$ cat src/rtl/md_unit_if.sv
`default_nettype none
// ============================================================================
//  Module   : md_unit_if
//  Purpose  : Request / HI-LO access bundle between the execute stage and
//             the md_unit multiply/divide block.
//  Signals  : start, op[2:0], a, b     - operation request and operands
//             hi_we, lo_we, wdata      - mthi / mtlo writes
//             busy, done, hi, lo       - status and accumulator registers
//  Modports : master (execute stage side), slave (md_unit side)
//  Revision : 1.0 - initial release
// ============================================================================
interface md_unit_if #(
  parameter int WIDTH = 32
);
  logic             start;
  logic [2:0]       op;
  logic [WIDTH-1:0] a;
  logic [WIDTH-1:0] b;
  logic             hi_we;
  logic             lo_we;
  logic [WIDTH-1:0] wdata;
  logic             busy;
  logic             done;
  logic [WIDTH-1:0] hi;
  logic [WIDTH-1:0] lo;

  modport master (
    output start, op, a, b, hi_we, lo_we, wdata,
    input  busy, done, hi, lo
  );

  modport slave (
    input  start, op, a, b, hi_we, lo_we, wdata,
    output busy, done, hi, lo
  );
endinterface
`default_nettype wire

$ cat src/rtl/md_unit.sv
`default_nettype none
// ============================================================================
//  Module   : md_unit
//  Purpose  : Iterative multiply / divide unit with HI/LO registers.
//             Multiply family commits after MUL_LAT cycles; divide uses a
//             bit-serial restoring divider and commits after WIDTH+2 cycles.
//  Ports    : clk   - rising-edge clock
//             reset - synchronous, active-high
//             bus   - md_unit_if.slave (request, mthi/mtlo, busy/done, hi/lo)
//  Options  : MD_MAC_EN - when defined, ops 4..7 (MADD(U)/MSUB(U)) are
//             accepted and accumulate into {HI,LO}; otherwise those op codes
//             are ignored and no accumulator adder is built.
//  Revision : 1.0 - initial release
// ============================================================================
module md_unit #(
  parameter int WIDTH   = 32,
  parameter int MUL_LAT = 4
) (
  input  wire logic  clk,
  input  wire logic  reset,
  md_unit_if.slave   bus
);

  localparam int c_CNT_MAX = (WIDTH > MUL_LAT) ? WIDTH : MUL_LAT;
  localparam int c_CW      = $clog2(c_CNT_MAX + 1);

  typedef enum logic [2:0] {
    S_IDLE     = 3'd0,
    S_MUL      = 3'd1,
    S_DIV_LOAD = 3'd2,
    S_DIV_ITER = 3'd3,
    S_DIV_FIX  = 3'd4
  } state_t;

  state_t             r_state;
  state_t             w_state_nxt;
  logic [c_CW-1:0]    r_cnt;
  logic [WIDTH-1:0]   r_a;
  logic [WIDTH-1:0]   r_b;
  logic               r_signed;
  logic [WIDTH-1:0]   r_hi;
  logic [WIDTH-1:0]   r_lo;
  logic               r_done;

  // Divider state: r_quo starts as the dividend magnitude and is shifted
  // left while quotient bits enter at the bottom.
  logic [WIDTH-1:0]   r_quo;
  logic [WIDTH-1:0]   r_rem;
  logic [WIDTH-1:0]   r_dvs;
  logic               r_qneg;
  logic               r_rneg;
  logic               r_dz;

  logic               w_accept;
  logic               w_mul_commit;
  logic               w_div_commit;
  logic               w_is_div;
  logic               w_op_ok;

  assign w_is_div = (bus.op[2:1] == 2'b01);

`ifdef MD_MAC_EN
  logic r_acc_en;
  logic r_acc_sub;
  assign w_op_ok = 1'b1;
`else
  assign w_op_ok = ~bus.op[2];
`endif

  // --------------------------------------------------------------------------
  // Multiply datapath: sign/zero-extend to 2*WIDTH so a single unsigned
  // multiply truncated to 2*WIDTH bits yields the correct signed product.
  // --------------------------------------------------------------------------
  logic [2*WIDTH-1:0] w_ext_a;
  logic [2*WIDTH-1:0] w_ext_b;
  logic [2*WIDTH-1:0] w_prod;
  logic [2*WIDTH-1:0] w_mul_res;

  assign w_ext_a = {{WIDTH{r_signed & r_a[WIDTH-1]}}, r_a};
  assign w_ext_b = {{WIDTH{r_signed & r_b[WIDTH-1]}}, r_b};
  assign w_prod  = w_ext_a * w_ext_b;

`ifdef MD_MAC_EN
  logic [2*WIDTH-1:0] w_hilo;
  assign w_hilo    = {r_hi, r_lo};
  assign w_mul_res = !r_acc_en ? w_prod
                   : (r_acc_sub ? (w_hilo - w_prod) : (w_hilo + w_prod));
`else
  assign w_mul_res = w_prod;
`endif

  // --------------------------------------------------------------------------
  // Divide datapath
  // --------------------------------------------------------------------------
  logic [WIDTH-1:0] w_mag_a;
  logic [WIDTH-1:0] w_mag_b;
  logic [WIDTH:0]   w_shift;
  logic [WIDTH:0]   w_diff;

  assign w_mag_a = (r_signed && r_a[WIDTH-1]) ? (~r_a + 1'b1) : r_a;
  assign w_mag_b = (r_signed && r_b[WIDTH-1]) ? (~r_b + 1'b1) : r_b;
  assign w_shift = {r_rem, r_quo[WIDTH-1]};
  // Top bit of the difference is the borrow: set means "restore".
  assign w_diff  = w_shift - {1'b0, r_dvs};

  // --------------------------------------------------------------------------
  // FSM
  // --------------------------------------------------------------------------
  always_ff @(posedge clk) begin
    if (reset) begin
      r_state <= S_IDLE;
    end else begin
      r_state <= w_state_nxt;
    end
  end

  always_comb begin
    w_state_nxt  = r_state;
    w_accept     = 1'b0;
    w_mul_commit = 1'b0;
    w_div_commit = 1'b0;
    case (r_state)
      S_IDLE: begin
        if (bus.start && w_op_ok) begin
          w_accept    = 1'b1;
          w_state_nxt = w_is_div ? S_DIV_LOAD : S_MUL;
        end
      end
      S_MUL: begin
        if (r_cnt == '0) begin
          w_mul_commit = 1'b1;
          w_state_nxt  = S_IDLE;
        end
      end
      S_DIV_LOAD: begin
        w_state_nxt = S_DIV_ITER;
      end
      S_DIV_ITER: begin
        if (r_cnt == '0) begin
          w_state_nxt = S_DIV_FIX;
        end
      end
      S_DIV_FIX: begin
        w_div_commit = 1'b1;
        w_state_nxt  = S_IDLE;
      end
      default: begin
        w_state_nxt = S_IDLE;
      end
    endcase
  end

  // --------------------------------------------------------------------------
  // Datapath registers
  // --------------------------------------------------------------------------
  always_ff @(posedge clk) begin
    if (reset) begin
      r_cnt    <= '0;
      r_a      <= '0;
      r_b      <= '0;
      r_signed <= 1'b0;
      r_hi     <= '0;
      r_lo     <= '0;
      r_done   <= 1'b0;
      r_quo    <= '0;
      r_rem    <= '0;
      r_dvs    <= '0;
      r_qneg   <= 1'b0;
      r_rneg   <= 1'b0;
      r_dz     <= 1'b0;
`ifdef MD_MAC_EN
      r_acc_en  <= 1'b0;
      r_acc_sub <= 1'b0;
`endif
    end else begin
      r_done <= w_mul_commit | w_div_commit;
      case (r_state)
        S_IDLE: begin
          if (w_accept) begin
            r_a      <= bus.a;
            r_b      <= bus.b;
            r_signed <= bus.op[0];
            r_cnt    <= w_is_div ? '0 : c_CW'(MUL_LAT - 1);
`ifdef MD_MAC_EN
            r_acc_en  <= bus.op[2];
            r_acc_sub <= bus.op[1];
`endif
          end else begin
            // mthi/mtlo only land when no operation is being accepted.
            if (bus.hi_we) r_hi <= bus.wdata;
            if (bus.lo_we) r_lo <= bus.wdata;
          end
        end
        S_MUL: begin
          if (r_cnt == '0) begin
            {r_hi, r_lo} <= w_mul_res;
          end else begin
            r_cnt <= r_cnt - 1'b1;
          end
        end
        S_DIV_LOAD: begin
          r_quo  <= w_mag_a;
          r_rem  <= '0;
          r_dvs  <= w_mag_b;
          r_qneg <= r_signed & (r_a[WIDTH-1] ^ r_b[WIDTH-1]);
          r_rneg <= r_signed & r_a[WIDTH-1];
          r_dz   <= (r_b == '0);
          r_cnt  <= c_CW'(WIDTH - 1);
        end
        S_DIV_ITER: begin
          if (!w_diff[WIDTH]) begin
            r_rem <= w_diff[WIDTH-1:0];
            r_quo <= {r_quo[WIDTH-2:0], 1'b1};
          end else begin
            r_rem <= w_shift[WIDTH-1:0];
            r_quo <= {r_quo[WIDTH-2:0], 1'b0};
          end
          if (r_cnt != '0) r_cnt <= r_cnt - 1'b1;
        end
        S_DIV_FIX: begin
          // Most-negative / -1 needs no special case: the magnitude quotient
          // 2^(WIDTH-1) with a positive sign already reads as most-negative.
          if (r_dz) begin
            r_lo <= '1;
            r_hi <= r_a;
          end else begin
            r_lo <= r_qneg ? (~r_quo + 1'b1) : r_quo;
            r_hi <= r_rneg ? (~r_rem + 1'b1) : r_rem;
          end
        end
        default: begin
        end
      endcase
    end
  end

  assign bus.busy = (r_state != S_IDLE);
  assign bus.done = r_done;
  assign bus.hi   = r_hi;
  assign bus.lo   = r_lo;

endmodule
`default_nettype wire

$ cat src/flat_wrapper.sv
// flat-port wrapper written by rule: the top's interface ports become plain ports
module md_unit_flat 
#(
  parameter int WIDTH   = 32,
  parameter int MUL_LAT = 4
)
  (clk, reset, bus_start, bus_op, bus_a, bus_b, bus_hi_we, bus_lo_we, bus_wdata, bus_busy, bus_done, bus_hi, bus_lo);
  md_unit_if #(.WIDTH(WIDTH)) bus_i ();
  input  wire logic clk;
  input  wire logic reset;
  input wire logic [$bits(bus_i.start)-1:0] bus_start;
  input wire logic [$bits(bus_i.op)-1:0] bus_op;
  input wire logic [$bits(bus_i.a)-1:0] bus_a;
  input wire logic [$bits(bus_i.b)-1:0] bus_b;
  input wire logic [$bits(bus_i.hi_we)-1:0] bus_hi_we;
  input wire logic [$bits(bus_i.lo_we)-1:0] bus_lo_we;
  input wire logic [$bits(bus_i.wdata)-1:0] bus_wdata;
  output wire logic [$bits(bus_i.busy)-1:0] bus_busy;
  output wire logic [$bits(bus_i.done)-1:0] bus_done;
  output wire logic [$bits(bus_i.hi)-1:0] bus_hi;
  output wire logic [$bits(bus_i.lo)-1:0] bus_lo;
  assign bus_i.start = bus_start;
  assign bus_i.op = bus_op;
  assign bus_i.a = bus_a;
  assign bus_i.b = bus_b;
  assign bus_i.hi_we = bus_hi_we;
  assign bus_i.lo_we = bus_lo_we;
  assign bus_i.wdata = bus_wdata;
  assign bus_busy = bus_i.busy;
  assign bus_done = bus_i.done;
  assign bus_hi = bus_i.hi;
  assign bus_lo = bus_i.lo;
  md_unit #(.WIDTH(WIDTH), .MUL_LAT(MUL_LAT)) u_core (.clk(clk), .reset(reset), .bus(bus_i));
endmodule
$ cat config.mk
export PLATFORM = sky130hd
export DESIGN_NAME = md_unit_flat
export DESIGN_NICKNAME = d
export VERILOG_FILES = /design/src/rtl/md_unit_if.sv /design/src/rtl/md_unit.sv /design/src/flat_wrapper.sv
export SDC_FILE = /design/constraint.sdc
export NUM_CORES = 2
export LEC_CHECK = 0
export CAP_MARGIN = 0
export CELL_PAD_IN_SITES_DETAIL_PLACEMENT = 1
export CELL_PAD_IN_SITES_GLOBAL_PLACEMENT = 2
export CORE_MARGIN = 4
export CORE_UTILIZATION = 35
export CTS_CLUSTER_SIZE = 12
export DETAILED_ROUTE_END_ITERATION = 8
export PLACE_DENSITY = 0.84
export SETUP_SLACK_MARGIN = 0.2
export SKIP_CTS_REPAIR_TIMING = 1
export SLEW_MARGIN = 5
export SYNTH_ARGS = -nofsm -noshare
export SYNTH_HDL_FRONTEND = slang
export SYNTH_SLANG_ARGS = --single-unit
$ cat constraint.sdc
create_clock -name clk -period 26 [get_ports clk]
set_input_delay 5.2 -clock clk [delete_from_list [all_inputs] [get_ports clk]]
set_output_delay 5.2 -clock clk [all_outputs]
set_load 0.02 [all_outputs]
Yosys cells after proc, flatten, opt, wreduce, memory -nomap -nowiden --
Cells that the tools add are included.
Operators by class: shift operators 0, reduce and logical (&&, ||, !) cells 16, divide/modulo/power cells 0, bitwise operators 10, $add $sub $neg 6, order comparisons 0, muxes and demuxes 33, multipliers 1, equal/unequal tests 14
Operators by type and width (count):
- $mux W32 | 13
- $pmux W32 S3 | 2
- $add A32 B1 Y32 const B | 4
- $not A32 Y32 | 4
- $pmux W32 S2 | 2
- $mul A33 B33 Y64 | 1
- $sub A33 B32 Y33 | 1
- $logic_not A32 Y1 | 1
- $pmux W6 S4 | 1
- $mux W6 | 3
- $pmux W3 S4 | 1
- $reduce_and A4 Y1 | 3
- $ne A2 B1 Y1 const B | 5
- $mux W3 | 3
- $ne A2 B2 Y1 const B | 4
- $eq A3 B2 Y1 const B | 2
- $logic_not A6 Y1 | 1
- $mux W1 | 6
- $reduce_bool A3 Y1 | 2
- $reduce_bool A6 Y1 | 1
- $sub A6 B1 Y6 const B | 1
- $mux W2 | 2
- $reduce_bool A4 Y1 | 1
- $and A1 B1 Y1 | 3
- 11 further kinds | 13
Word-level totals: memory bits (read-only) 0, bits in writable memories 0, bits in latches 0, flip-flop bits (word level) 238, memories 0, output and inout port bits 66, input port bits 104

Longest topological paths before layout --
word-level depth 6, mapped depth 33

Worst setup path before layout --
Ideal clock, no wire load.
path type reg-to-reg, start point reg u_core.r_a[31], end point reg u_core.r_hi[27] (netlist: u_core.bus.hi[27]), buffers on the path 5, required time 25886 ps, period minus slack after synthesis 8497 ps, cell stages (with the launch flop) 31, arrival 8382 ps, setup slack 17503 ps, cell sequence dfxtp_1 clkbuf_1 and2_1 clkbuf_1 clkbuf_1 buf_1 nand2_1 inv_1 fa_1 inv_1 fa_1 inv_1 fa_1 fa_1 inv_1 fa_1 inv_1 fa_1 inv_1 fa_1 fa_1 inv_1 ha_1 clkbuf_1 and3_1 nand2_1 o31a_1 o22ai_1 o22ai_1 xor2_1 a2111oi_0
Between the ends: longest elaborated chain between the ends 4
Ends and longest elaborated chain:
- start: declaration | line md_unit.sv:38 | logic [WIDTH-1:0] r_a;
- start signal: assignment | line md_unit.sv:180 | r_a <= bus.a;
- $and A1 B1 Y1 | line md_unit.sv:79 | assign w_ext_a = {{WIDTH{r_signed & r_a[WIDTH-1]}}, r_a};
- $mul A33 B33 Y64 * | line md_unit.sv:81 | assign w_prod = w_ext_a * w_ext_b;
- $mux W32 * | line md_unit.sv:195 | if (r_cnt == '0) begin
- $pmux W32 S3 * | line md_unit.sv:177 | case (r_state)
- end signal: assignment | line md_unit.sv:190 | if (bus.hi_we) r_hi <= bus.wdata;
- end signal: assignment | line md_unit.sv:196 | {r_hi, r_lo} <= w_mul_res;
- end signal: assignment | line md_unit.sv:225 | r_hi <= r_a;
- end: declaration | line md_unit.sv:41 | logic [WIDTH-1:0] r_hi;
Mark *: on every way between the ends. The rest lies on a longest branch, timed or not. The select of a mux whose other input is x is not followed. A chain may end at the register's enable or synchronous reset.

Final worst setup path --
start point reg u_core.r_b[31], end point reg u_core.r_hi[27] (netlist: u_core.bus.hi[27])
Between the ends: longest elaborated chain between the ends 4
Ends and longest elaborated chain:
- start: declaration | line md_unit.sv:39 | logic [WIDTH-1:0] r_b;
- start signal: assignment | line md_unit.sv:181 | r_b <= bus.b;
- $and A1 B1 Y1 | line md_unit.sv:80 | assign w_ext_b = {{WIDTH{r_signed & r_b[WIDTH-1]}}, r_b};
- $mul A33 B33 Y64 * | line md_unit.sv:81
- $mux W32 * | line md_unit.sv:195
- $pmux W32 S3 * | line md_unit.sv:177
Marked as above.

==> summary.md <==
| Metric | Value |
|---|---|
| RSZ-0062 raised after global routing | false |
| Vias in the first global route | approximately 48000 |
| DR vias/cell | 5.43 |
| Period Utilization, post-route | around 37% |
| Cell count after synthesis | 6135 |
| H-tree levels | 1 |
| Max layer used | met5 |
| Total grt overflow | 0 |
| Layout net count | approximately 7500 |
| Root Buffer | clkbuf_16 |
| Post-DRT Antenna Nets | 0 |
| Sequential cell area fraction in the yosys report | a little under a tenth |
| GRT Total Usage | 25.4% |
| Rows | ~140 |
| Wire length on met3 | approximately 11000 um |
| Critical path type | reg2reg |
| Fin. max-slew vios | 0 |
| R2r startpoint | u_core.r_b[31] |
| Clk slew on worst S/H paths | ~0.08 ns |
| Via Count | 43371 |
| Area overhead of the layout relative to synthesis | 8.53% |
| Pre-Repair DR Iteration Count | 8 |
| CP Buf/Inv Count | 6 |
| Final Hold Fails | 0 |
| Largest net degree at the start of global routing | 97 |
| Synth Register Bits | approximately 240 |
| Share of cells above drive strength 1 | about 3.7% |
| Fmax | 103 MHz |
| Synth Warn # | 0 |
| Worst-margin pin slew | 1.21 ns |
| Starting DRT DRC Count | around 3000 |
| Cell area after synthesis | 0.0524 mm2 |
| Worst setup SP type | flop |
| Status | completed |
| Routed length per instance | 24.8 um |
| Worst skew pair latency | 0.63 ns |
| CTS buffer count | 30 |
| Final setup violation count | 0 |
| Power Density | ~34 mW/mm2 |
| FF-to-FF path depth | 26 |
| Hold path cells | 2 |
| Slew headroom | 19.0% |
| Clock skew | 0.0260 ns |
| Final setup TNS | 0 ns |
| DRT met1 WL | 79100 um |
| Ys flop type | dfxtp_1 |
| Worst R2R End | u_core.bus.hi[27] |
| Max_cap viols | 0 |
| CTS tree | built |
| Max Root-Sink Buffers | 3 |
| CP max stage delay | 0.85 ns |
| Met2 wire len | roughly 97000 um |
| Synth cell types | 84 |
| Slowest-stage cell, CP | clkinv_1 |
| Critical Path Fanout Max | 37 |
| First-pass GRT wire length | approximately 300000 um |
| Worst hold slack | 0.454 ns |
| CP delay by family, top | adder cells |
| Initial core utilization | between 30% and 40% |
| Setup WS pre-CTS | 16.49 ns |
| CTS Sinks | between 200 and 250 |
| Share of synthesized registers carrying an async set or reset | 0% |
| Dpl hpwl | 152000 um |
| WP data required | 26.49 ns |
| Leak pwr | 26.2 nW |
| Mapped Avg Cell Area | 8.54 um2 |
| Post-route setup slack | ~16 ns |
| VDD IR-drop max | 0.0479 mV |
| Hold/Removal Path Class | reg2reg |
| I/O pin count | 170 |
| Syn Nets | approximately 7600 |
| Share of the synthesized area in the top cell type | 43.0% |
| Die height | 395 um |
| Worst EP arrival | 10.19 ns |
| Largest cells by area after synthesis | fa_1 (43%), dfxtp_1 (9.1%), inv_1 (8.6%) |
| Final wirelength | 198000 um |
| Top cells by count, synth | inv_1 (1195), fa_1 (1126), nand2_1 (989) |
| Residual DRC count | 0 |
| Worst reg-to-reg setup slack | 16.30 ns |
| Hold Path Origin | u_core.r_dvs[31] |
| Most used cell along the critical path | fa_1 |
| Die area | roughly 0.16 mm2 |
| Placer congestion estimate | 0.934 |
| Die width | 395 um |
| Post-synth EDFFs | 0 |
| Most frequent cell after synthesis | inv_1 |
| Core area | between 0.1 and 0.15 mm2 |
| Port Buffers | around 170 |
| Biggest area consumer among synthesized cells | fa_1 |
| Hold EP | u_core.r_dvs[31] |
| Tmin final | 9.70 ns |
| Initial antenna violation count | 12 |
| Crit path capture type | flop |
how the worst max path moves through the flow:
stage | from | endpoint | cells past startpoint
2_1_floorplan | u_core.r_a[31] | u_core.bus.hi[27] | 30
3_3_place_gp | u_core.r_b[31] | u_core.bus.hi[18] | 25
3_5_place_dp | u_core.r_a[31] | u_core.bus.hi[27] | 29
4_1_cts | u_core.r_a[31] | u_core.bus.hi[27] | 29
5_1_grt | u_core.r_a[31] | u_core.bus.hi[27] | 29
6_report | u_core.r_b[31] | u_core.bus.hi[27] | 26
area by class of cell:
class / instances / area (um2)
Fill cell: 17460 / 91300
Sequential cell: 238 / 4800
Inverter: 1197 / 4490
Antenna cell: 3 / 7.51
Clock inverter: 14 / 173
Multi-Input combinational cell: 4293 / 41600
Timing Repair Buffer: 278 / 2510
Clock buffer: 41 / 812
Tap cell: 1930 / 2410
stage by stage:
step | std cells | util (%) | power [mW] | cell area (um2)
after detailed placement | 7936 | 37.7 | 1.49 | 55900
after global routing | 7991 | 38.4 | 2.06 | 56800
after floorplan | 6135 | - | 1.09 | 52400
after global placement | 7935 | 37.7 | 1.48 | 55800
final | 7994 | 38.4 | 1.95 | 56800
after CTS | 7991 | 38.4 | 1.95 | 56800
registers in the layout, summed over array words and instances (netlist names):
| register | count |
|---|---|
| u_core.bus.done | 1 |
| u_core.bus.lo | 32 |
| u_core.r_cnt | 6 |
| u_core.r_b | 32 |
| u_core.r_a | 32 |
| u_core.r_rem | 32 |
| u_core.r_qneg | 1 |
| u_core.r_dvs | 32 |
| u_core.bus.hi | 32 |
| u_core.r_signed | 1 |
| u_core.r_state | 3 |
| u_core.r_dz | 1 |
| u_core.r_quo | 32 |
| u_core.r_rneg | 1 |
routing by layer:
metal | global-route usage [%] | up-vias
li1 | - | 18507
met1 | 31.7 | 23000
met2 | 44.0 | 1452
met3 | 3.00 | 408
met4 | 11.4 | 4
met5 | 0 | -
worst reg2reg max path, delay by kind of cell (launching register included):
kind / cells / cell delay, ns
flops: 1 / 0.32
fa+ha+maj: 9 / 4.26
simple gates: 5 / 1.44
xor+xnor: 1 / 0.17
buf+inv: 6 / 1.84
compound gates: 5 / 1.53
power breakdown:
group / switching (mW) / internal, mW
registers: 0.0599 / 0.411
clock network: 0.199 / 0.249
logic: 0.687 / 0.347
total: 0.947 / 1.01
cells by family after synthesis:
| kind of cell | synth area share (%) |
|---|---|
| AND/OR/NAND/NOR | 16.7 |
| buffers and inverters | 11.5 |
| adder cells (fa/ha/maj) | 49.0 |
| AO/OA/AOI/OAI | 9.76 |
| flip-flops | 9.10 |
| XOR/XNOR | 3.41 |
| multiplexers | 0.459 |
cell usage in the layout, fill, tap and decap left out, drive strengths merged, types with 8 or more instances in the layout:
cell type	n
inv	1199
fa	1126
nand2	989
and2	367
nor2	272
a21oi	254
ha	251
dfxtp	238
o21ai	180
clkdlybuf4s50	168
xnor2	130
buf	109
xor2	74
a211oi	59
nor3	54
a21o	46
nand3	45
clkbuf	41
and3	34
a222oi	30
nand2b	28
o31ai	27
mux2i	24
nand4	23
a221oi	22
o41ai	20
a31oi	18
a311oi	18
or3	16
or4	16
nor2b	14
o211ai	13
o21a	13
a22oi	13
nor4	13
or2	10
a221o	10
o21bai	10
o2111ai	8
clkinv	8
Power figures use the tool's default switching activity.
